File: config.mk
export PLATFORM = sky130hd
export DESIGN_NAME = mem_arbiter
export DESIGN_NICKNAME = d
export VERILOG_FILES = /design/src/rtl/mem_arb_pkg.sv /design/src/rtl/rr_arbiter.sv /design/src/rtl/mem_arbiter.sv
export SDC_FILE = /design/constraint.sdc
export NUM_CORES = 1
export LEC_CHECK = 0
export ABC_AREA = 1
export CORE_MARGIN = 3
export CORE_UTILIZATION = 33
export CTS_BUF_LIST = sky130_fd_sc_hd__clkbuf_4
export CTS_CLUSTER_SIZE = 24
export DETAILED_ROUTE_END_ITERATION = 12
export GPL_TIMING_DRIVEN = 0
export PLACE_DENSITY = 0.82
export SLEW_MARGIN = 25
export SYNTH_ARGS = -nofsm -noshare
export SYNTH_HDL_FRONTEND = slang
export SYNTH_SLANG_ARGS = --single-unit
File: constraint.sdc
create_clock -name clk -period 1.25 [get_ports clk]
set_input_delay 0.375 -clock clk [delete_from_list [all_inputs] [get_ports clk]]
set_output_delay 0.375 -clock clk [all_outputs]
set_load 0.02 [all_outputs]
File: src/rtl/mem_arb_pkg.sv
// mem_arb_pkg: shared types and helpers for the memory arbiter.
//   state_t    : sequencer states (IDLE -> ACCESS -> RESP -> IDLE)
//   WORD_BYTES : bytes per memory word
//   word_legal : 1 when a word access is aligned and fully inside memory
package mem_arb_pkg;

  typedef enum logic [1:0] {
    IDLE   = 2'd0,
    ACCESS = 2'd1,
    RESP   = 2'd2
  } state_t;

  localparam int unsigned WORD_BYTES = 32'd4;

  // The range test is a plain compare against the last word address, so
  // addresses near the top of the 32-bit space can never wrap into low memory.
  function automatic logic word_legal(input logic [31:0] addr, input logic [31:0] mem_bytes);
    return (addr[1:0] == 2'b00) && (addr <= (mem_bytes - WORD_BYTES));
  endfunction

endpackage

File: src/rtl/rr_arbiter.sv
// rr_arbiter: combinational round-robin pick.
//   req : request vector, one bit per requester
//   ptr : index with highest priority this round
//   gnt : one-hot grant, zero when no request is pending
module rr_arbiter
#(
  parameter int N  = 2,
  parameter int PW = (N > 1) ? $clog2(N) : 1
)
(
  input  logic [N-1:0]  req,
  input  logic [PW-1:0] ptr,
  output logic [N-1:0]  gnt
);

  logic w_found;

  // Walk offsets 0..N-1 from ptr; the first pending requester wins.
  always_comb begin
    gnt     = '0;
    w_found = 1'b0;
    for (int k = 0; k < N; k++) begin
      for (int i = 0; i < N; i++) begin
        if (!w_found && req[i] && (i == ((int'(ptr) + k) % N))) begin
          gnt[i]  = 1'b1;
          w_found = 1'b1;
        end else begin
          w_found = w_found;
        end
      end
    end
  end

endmodule

File: src/rtl/mem_arbiter.sv
// mem_arbiter: round-robin sharing of a single-port word memory.
//   req_valid/req_we/req_addr/req_wdata : per-requester request (32-bit slices)
//   req_ready                           : one-hot accept, combinational in IDLE
//   resp_valid/resp_err/resp_rdata      : one-cycle response to the winner
//   mem_address/mem_data/mem_*_enable   : registered memory drive
//   mem_out                             : memory read data
//   busy                                : a transaction is in flight
module mem_arbiter
  import mem_arb_pkg::*;
#(
  parameter int          N_REQ     = 2,
  parameter int unsigned MEM_BYTES = 32'd4096
)
(
  input  logic                 clk,
  input  logic                 rst_n,
  input  logic [N_REQ-1:0]     req_valid,
  input  logic [N_REQ-1:0]     req_we,
  input  logic [N_REQ*32-1:0]  req_addr,
  input  logic [N_REQ*32-1:0]  req_wdata,
  output logic [N_REQ-1:0]     req_ready,
  output logic [N_REQ-1:0]     resp_valid,
  output logic                 resp_err,
  output logic [31:0]          resp_rdata,
  output logic [31:0]          mem_address,
  output logic [31:0]          mem_data,
  output logic                 mem_read_enable,
  output logic                 mem_write_enable,
  input  logic [31:0]          mem_out,
  output logic                 busy
);

  localparam int PW = (N_REQ > 1) ? $clog2(N_REQ) : 1;
  localparam logic [N_REQ-1:0] ONE_HOT0 = {{(N_REQ-1){1'b0}}, 1'b1};

  state_t            r_state;
  logic [PW-1:0]     r_ptr;
  logic [PW-1:0]     r_w;
  logic              r_we;
  logic              r_legal;
  logic              r_rd_ok;
  logic [N_REQ-1:0]  r_resp_valid;
  logic              r_resp_err;
  logic [31:0]       r_mem_address;
  logic [31:0]       r_mem_data;
  logic              r_mem_re;
  logic              r_mem_we;

  logic [N_REQ-1:0]  w_gnt;
  logic [PW-1:0]     w_win;
  logic              w_we;
  logic [31:0]       w_addr;
  logic [31:0]       w_wdata;
  logic              w_legal;
  logic [PW-1:0]     w_next_ptr;

  rr_arbiter #(.N(N_REQ), .PW(PW)) u_rr (
    .req (req_valid),
    .ptr (r_ptr),
    .gnt (w_gnt)
  );

  // Select the winner's index and payload from the one-hot grant.
  always_comb begin
    w_win   = '0;
    w_we    = 1'b0;
    w_addr  = 32'h0000_0000;
    w_wdata = 32'h0000_0000;
    for (int i = 0; i < N_REQ; i++) begin
      if (w_gnt[i]) begin
        w_win   = PW'(i);
        w_we    = req_we[i];
        w_addr  = req_addr[32*i +: 32];
        w_wdata = req_wdata[32*i +: 32];
      end else begin
        w_win   = w_win;
      end
    end
  end

  assign w_legal = word_legal(w_addr, MEM_BYTES);

  // Pointer advances to the requester after the winner, wrapping at N_REQ.
  always_comb begin
    if (w_win == PW'(N_REQ - 1)) begin
      w_next_ptr = '0;
    end else begin
      w_next_ptr = w_win + PW'(1);
    end
  end

  // Sequencer: accept in IDLE, drive memory in ACCESS, respond in RESP.
  always_ff @(posedge clk or negedge rst_n) begin
    if (!rst_n) begin
      r_state       <= IDLE;
      r_ptr         <= '0;
      r_w           <= '0;
      r_we          <= 1'b0;
      r_legal       <= 1'b0;
      r_rd_ok       <= 1'b0;
      r_resp_valid  <= '0;
      r_resp_err    <= 1'b0;
      r_mem_address <= 32'h0000_0000;
      r_mem_data    <= 32'h0000_0000;
      r_mem_re      <= 1'b0;
      r_mem_we      <= 1'b0;
    end else begin
      case (r_state)
        IDLE: begin
          r_resp_valid <= '0;
          r_resp_err   <= 1'b0;
          r_rd_ok      <= 1'b0;
          if (|req_valid) begin
            r_w           <= w_win;
            r_we          <= w_we;
            r_legal       <= w_legal;
            r_mem_address <= w_addr;
            r_mem_data    <= w_wdata;
            // Only the latched direction is enabled, and never for an illegal access.
            r_mem_re      <= w_legal & ~w_we;
            r_mem_we      <= w_legal & w_we;
            r_ptr         <= w_next_ptr;
            r_state       <= ACCESS;
          end else begin
            r_state       <= IDLE;
          end
        end
        ACCESS: begin
          r_mem_re     <= 1'b0;
          r_mem_we     <= 1'b0;
          r_resp_valid <= ONE_HOT0 << r_w;
          r_resp_err   <= ~r_legal;
          r_rd_ok      <= r_legal & ~r_we;
          r_state      <= RESP;
        end
        RESP: begin
          r_resp_valid <= '0;
          r_resp_err   <= 1'b0;
          r_rd_ok      <= 1'b0;
          r_state      <= IDLE;
        end
        default: begin
          r_mem_re     <= 1'b0;
          r_mem_we     <= 1'b0;
          r_resp_valid <= '0;
          r_resp_err   <= 1'b0;
          r_rd_ok      <= 1'b0;
          r_state      <= IDLE;
        end
      endcase
    end
  end

  assign req_ready        = (r_state == IDLE) ? w_gnt : '0;
  assign resp_valid       = r_resp_valid;
  assign resp_err         = r_resp_err;
  // Memory output is only valid in the cycle after the read edge, so it is gated, not registered.
  assign resp_rdata       = r_rd_ok ? mem_out : 32'h0000_0000;
  assign mem_address      = r_mem_address;
  assign mem_data         = r_mem_data;
  assign mem_read_enable  = r_mem_re;
  assign mem_write_enable = r_mem_we;
  assign busy             = (r_state != IDLE);

endmodule

==> impl_metrics.json <==
{
  "status": "finished, violations left",
  "failing_checks": "setup timing",
  "antenna_found_initial": 2,
  "postLayoutSetupSlackWorst_ns": -0.562,
  "clk_pin_slew_worst_paths_ns": 0.14,
  "via_count_of_the_first_global_routing_pass": 5178,
  "synth_adder_area_share_pct": 0,
  "critical-path-top-delay-family": "simple AND/OR/NAND/NOR gates",
  "total_area_of_multi_input_combinational_cells_um2": 2290,
  "synthesis_to_finish_area_growth_pct": 130,
  "slowest_delay_ns": 0.48,
  "endpoint_kind": "flop",
  "detailed_place.area_um2": 6960,
  "synth_top_family_by_area": "simple AND/OR/NAND/NOR gates",
  "drcViolationCount": 0,
  "seq_area_frac_synth_pct": 49.6,
  "postSynthAreaPerCell_um2": 7.50,
  "grt_first_pass_wirelength_um": 27300,
  "worstSetupStartpointType": "flop",
  "yosys_warnings": 0,
  "p_per_area_nw_per_um2": 2140,
  "via_count": 5141,
  "routed_wl_per_cell_um": 18.9,
  "rows": 38,
  "static-leakage-power_nw": 4.13,
  "place.detailed.hpwl_um": 12400,
  "holdCritPathClass": "in -> reg",
  "fin_crit_ns": 1.81,
  "clock_tree.htree_level_count": 3,
  "dpl_worst_slack_ns": -1.18,
  "place.port_buffers": 268,
  "fraction_of_layout_cells_with_a_size_suffix_above_1_pct": 41.1,
  "dieArea_um2": 12900,
  "clock-skew-final_ns": 0.0142,
  "io_pins": 270,
  "critical_path.max_fanout": 6,
  "placed_cells_incl_taps": 920,
  "routed_wl_um": 19200,
  "grt_max_degree": 47,
  "clock_latency_ns": 0.43,
  "total_core_area_um2": 11100,
  "gpl.final_weighted_congestion": 0.900,
  "drtPass1Iterations": 5,
  "finalCritPeriodShare_pct": 145,
  "slew_headroom_pct": 70.0,
  "synth_area_in_compound_gates_pct": 12.0,
  "seq_area_um2": 1900,
  "path_buf_inv": 2,
  "timing.critical_path.slowest_stage_cell": "sky130_fd_sc_hd__dfrtp_2",
  "finalMaxSlewViolations": 0,
  "dr_vias_cell": 5.08,
  "power.ir.vdd_worst_uv": 1480,
  "synth_nets": 677,
  "setup_viol": 175,
  "max-cap-violations": 0,
  "yosys_register_bits": 76,
  "num-nets-final": 1032,
  "worst-endpoint-required_ns": 1.62,
  "netlist_area_um2": 3830,
  "cts_num_sinks": 76,
  "die_height_um": 114,
  "cts_tree": "done",
  "synth_top_area_share_pct": 49.6,
  "muxShareOfSynthArea_pct": 0,
  "clock_tree.root_cell": "sky130_fd_sc_hd__clkbuf_4",
  "fmax_mhz": 552,
  "drt-initial-drc-count": 263,
  "worst-endpoint-arrival_ns": 2.18,
  "fillers": 665,
  "unrepaired_setup_endpoints_after_global_routing": "yes",
  "finalInstanceArea_um2": 8800,
  "synth_simple_gate_area_share_pct": 28.8,
  "detail-route-antenna-nets": 0,
  "finalHoldWorstSlack_ns": 0.278,
  "yosys-top-cells-area": "sky130_fd_sc_hd__dfrtp_1 (50%), sky130_fd_sc_hd__nand2_1 (15%), sky130_fd_sc_hd__nor2_1 (8.5%)",
  "tritoncts.num_buffers": 9,
  "synthXorXnorAreaFrac_pct": 0,
  "die_w_um": 114,
  "path_cells": "inv_4, nand2_8, buf_12, nand3_4, nand2_2, nor2_1, nand2_1, nor2_1, nand2_1, nor2_4, nand3_1, nand2_1",
  "clock_tree.buffer_depth": 2,
  "number_of_instances_in_the_synthesized_netlist": 511,
  "final-hold-violation-count": 0,
  "criticalPathCategory": "reg -> reg",
  "overflow": 0,
  "setup_tns_ns": -50.00,
  "layout.cells.non_filler": 1013,
  "synth.lib_cells_used.distinct": 22,
  "cell_repeated_most_along_the_worst_path": "sky130_fd_sc_hd__nand2_1",
  "tightestPinTransition_ns": 0.450,
  "gr-usage-all-layers_pct": 26.9,
  "initial_utilization_pct": 34.6,
  "synthDominantAreaCellType": "sky130_fd_sc_hd__dfrtp_1"
}
final timing paths:
path	start	to	slack (ns)	cells past startpoint
setup reg to reg	r_ptr	mem_write_enable	-0.56	12
min in group asynchronous	rst_n	mem_address[27]	0.42	2
hold / removal	req_valid[1]	mem_address[28]	0.28	3
max in group asynchronous	rst_n	r_ptr	0.24	3
setup / recovery	r_ptr	mem_write_enable	-0.56	12
hold reg to reg	r_w	resp_valid[0]	0.44	1
logic make-up after synthesis:
| family | Yosys count |
|---|---|
| buffers and inverters | 86 |
| flip-flops | 76 |
| AO/OA/AOI/OAI | 72 |
| AND/OR/NAND/NOR | 277 |
cell type report:
class	count	share of cell area, %
Inverter	53	2.46
Sequential cell	76	21.6
Timing Repair Buffer	346	41.5
Multi-Input combinational cell	349	26.1
Clock buffer	9	0.768
Clock inverter	7	0.583
Antenna cell	2	0.0569
Buffer	31	4.92
Tap cell	140	1.99
layer usage:
layer | wire (um) | global-route usage (%)
met3 | 1280 | 4.67
met5 | 0 | 0
met4 | 724 | 11.2
met1 | 6990 | 31.4
met2 | 10200 | 48.4
synth_stat cells:
cell                         n
sky130_fd_sc_hd__buf_6       2
sky130_fd_sc_hd__a221oi_1   10
sky130_fd_sc_hd__o22ai_1     2
sky130_fd_sc_hd__nor3_1      1
sky130_fd_sc_hd__inv_1      46
sky130_fd_sc_hd__dfrtp_1    76
sky130_fd_sc_hd__nand2_4     2
sky130_fd_sc_hd__nand2_2     1
sky130_fd_sc_hd__nor2_1     87
sky130_fd_sc_hd__a31oi_1    47
sky130_fd_sc_hd__clkbuf_1   11
sky130_fd_sc_hd__buf_1       3
sky130_fd_sc_hd__buf_4       2
sky130_fd_sc_hd__inv_2       6
sky130_fd_sc_hd__clkinv_1    1
sky130_fd_sc_hd__o21ai_0    11
sky130_fd_sc_hd__nor2_2      2
sky130_fd_sc_hd__o21bai_1    1
sky130_fd_sc_hd__nand3_1    33
sky130_fd_sc_hd__nand2_1   151
sky130_fd_sc_hd__buf_2      15
sky130_fd_sc_hd__a21oi_1     1
power breakdown:
part | switching (mW) | total (mW) | leakage (nW) | internal [mW]
registers | 0.951 | 4.59 | 0.898 | 3.64
logic | 6.05 | 12.9 | 3.17 | 6.82
clock network | 0.957 | 1.38 | 0.0643 | 0.419
sequential cells by signal, summed over array words and instances, names as in the netlist:
register	cells
r_state	2
r_rd_ok	1
resp_valid	2
r_ptr	1
mem_write_enable	1
mem_data	32
r_legal	1
resp_err	1
r_we	1
r_w	1
mem_read_enable	1
mem_address	32
worst min-delay path, delay by kind of cell:
family / cells / cell delay, ns
compound gates: 1 / 0.08
buf+inv: 1 / 0.13
simple gates: 1 / 0.10
cells in the final DEF, fill, tap and decap left out, types with 18 or more instances in the layout:
cell                              synthesis  layout
sky130_fd_sc_hd__buf_4                    2      52
sky130_fd_sc_hd__inv_2                    6      21
sky130_fd_sc_hd__dfrtp_1                 76      74
sky130_fd_sc_hd__a31oi_1                 47      26
sky130_fd_sc_hd__buf_6                    2     116
sky130_fd_sc_hd__nor2_4                   0      18
sky130_fd_sc_hd__clkdlybuf4s50_1          0     162
sky130_fd_sc_hd__nand3_1                 33      23
sky130_fd_sc_hd__nor2_1                  87      60
sky130_fd_sc_hd__nand2_1                151     124
sky130_fd_sc_hd__inv_1                   46      28
repair_timing:
item                                   4_1_cts  5_1_grt
gates resized for setup                    755       99
setup endpoints to repair                  175      175
endpoints found under the hold margin       30        0
pin swaps                                   30       18
hold buffers                                 1        0
buffers inserted                            37       31
cloned                                      15        2
metrics by stage:
step / utilization [%] / total power [mW]
2_1_floorplan: - / 8.60
3_3_place_gp: 62.6 / 12.3
3_5_place_dp: 62.8 / 12.5
4_1_cts: 74.2 / 17.2
5_1_grt: 79.4 / 19.7
6_report: 79.4 / 18.8
(Power assumes the default switching activity.)
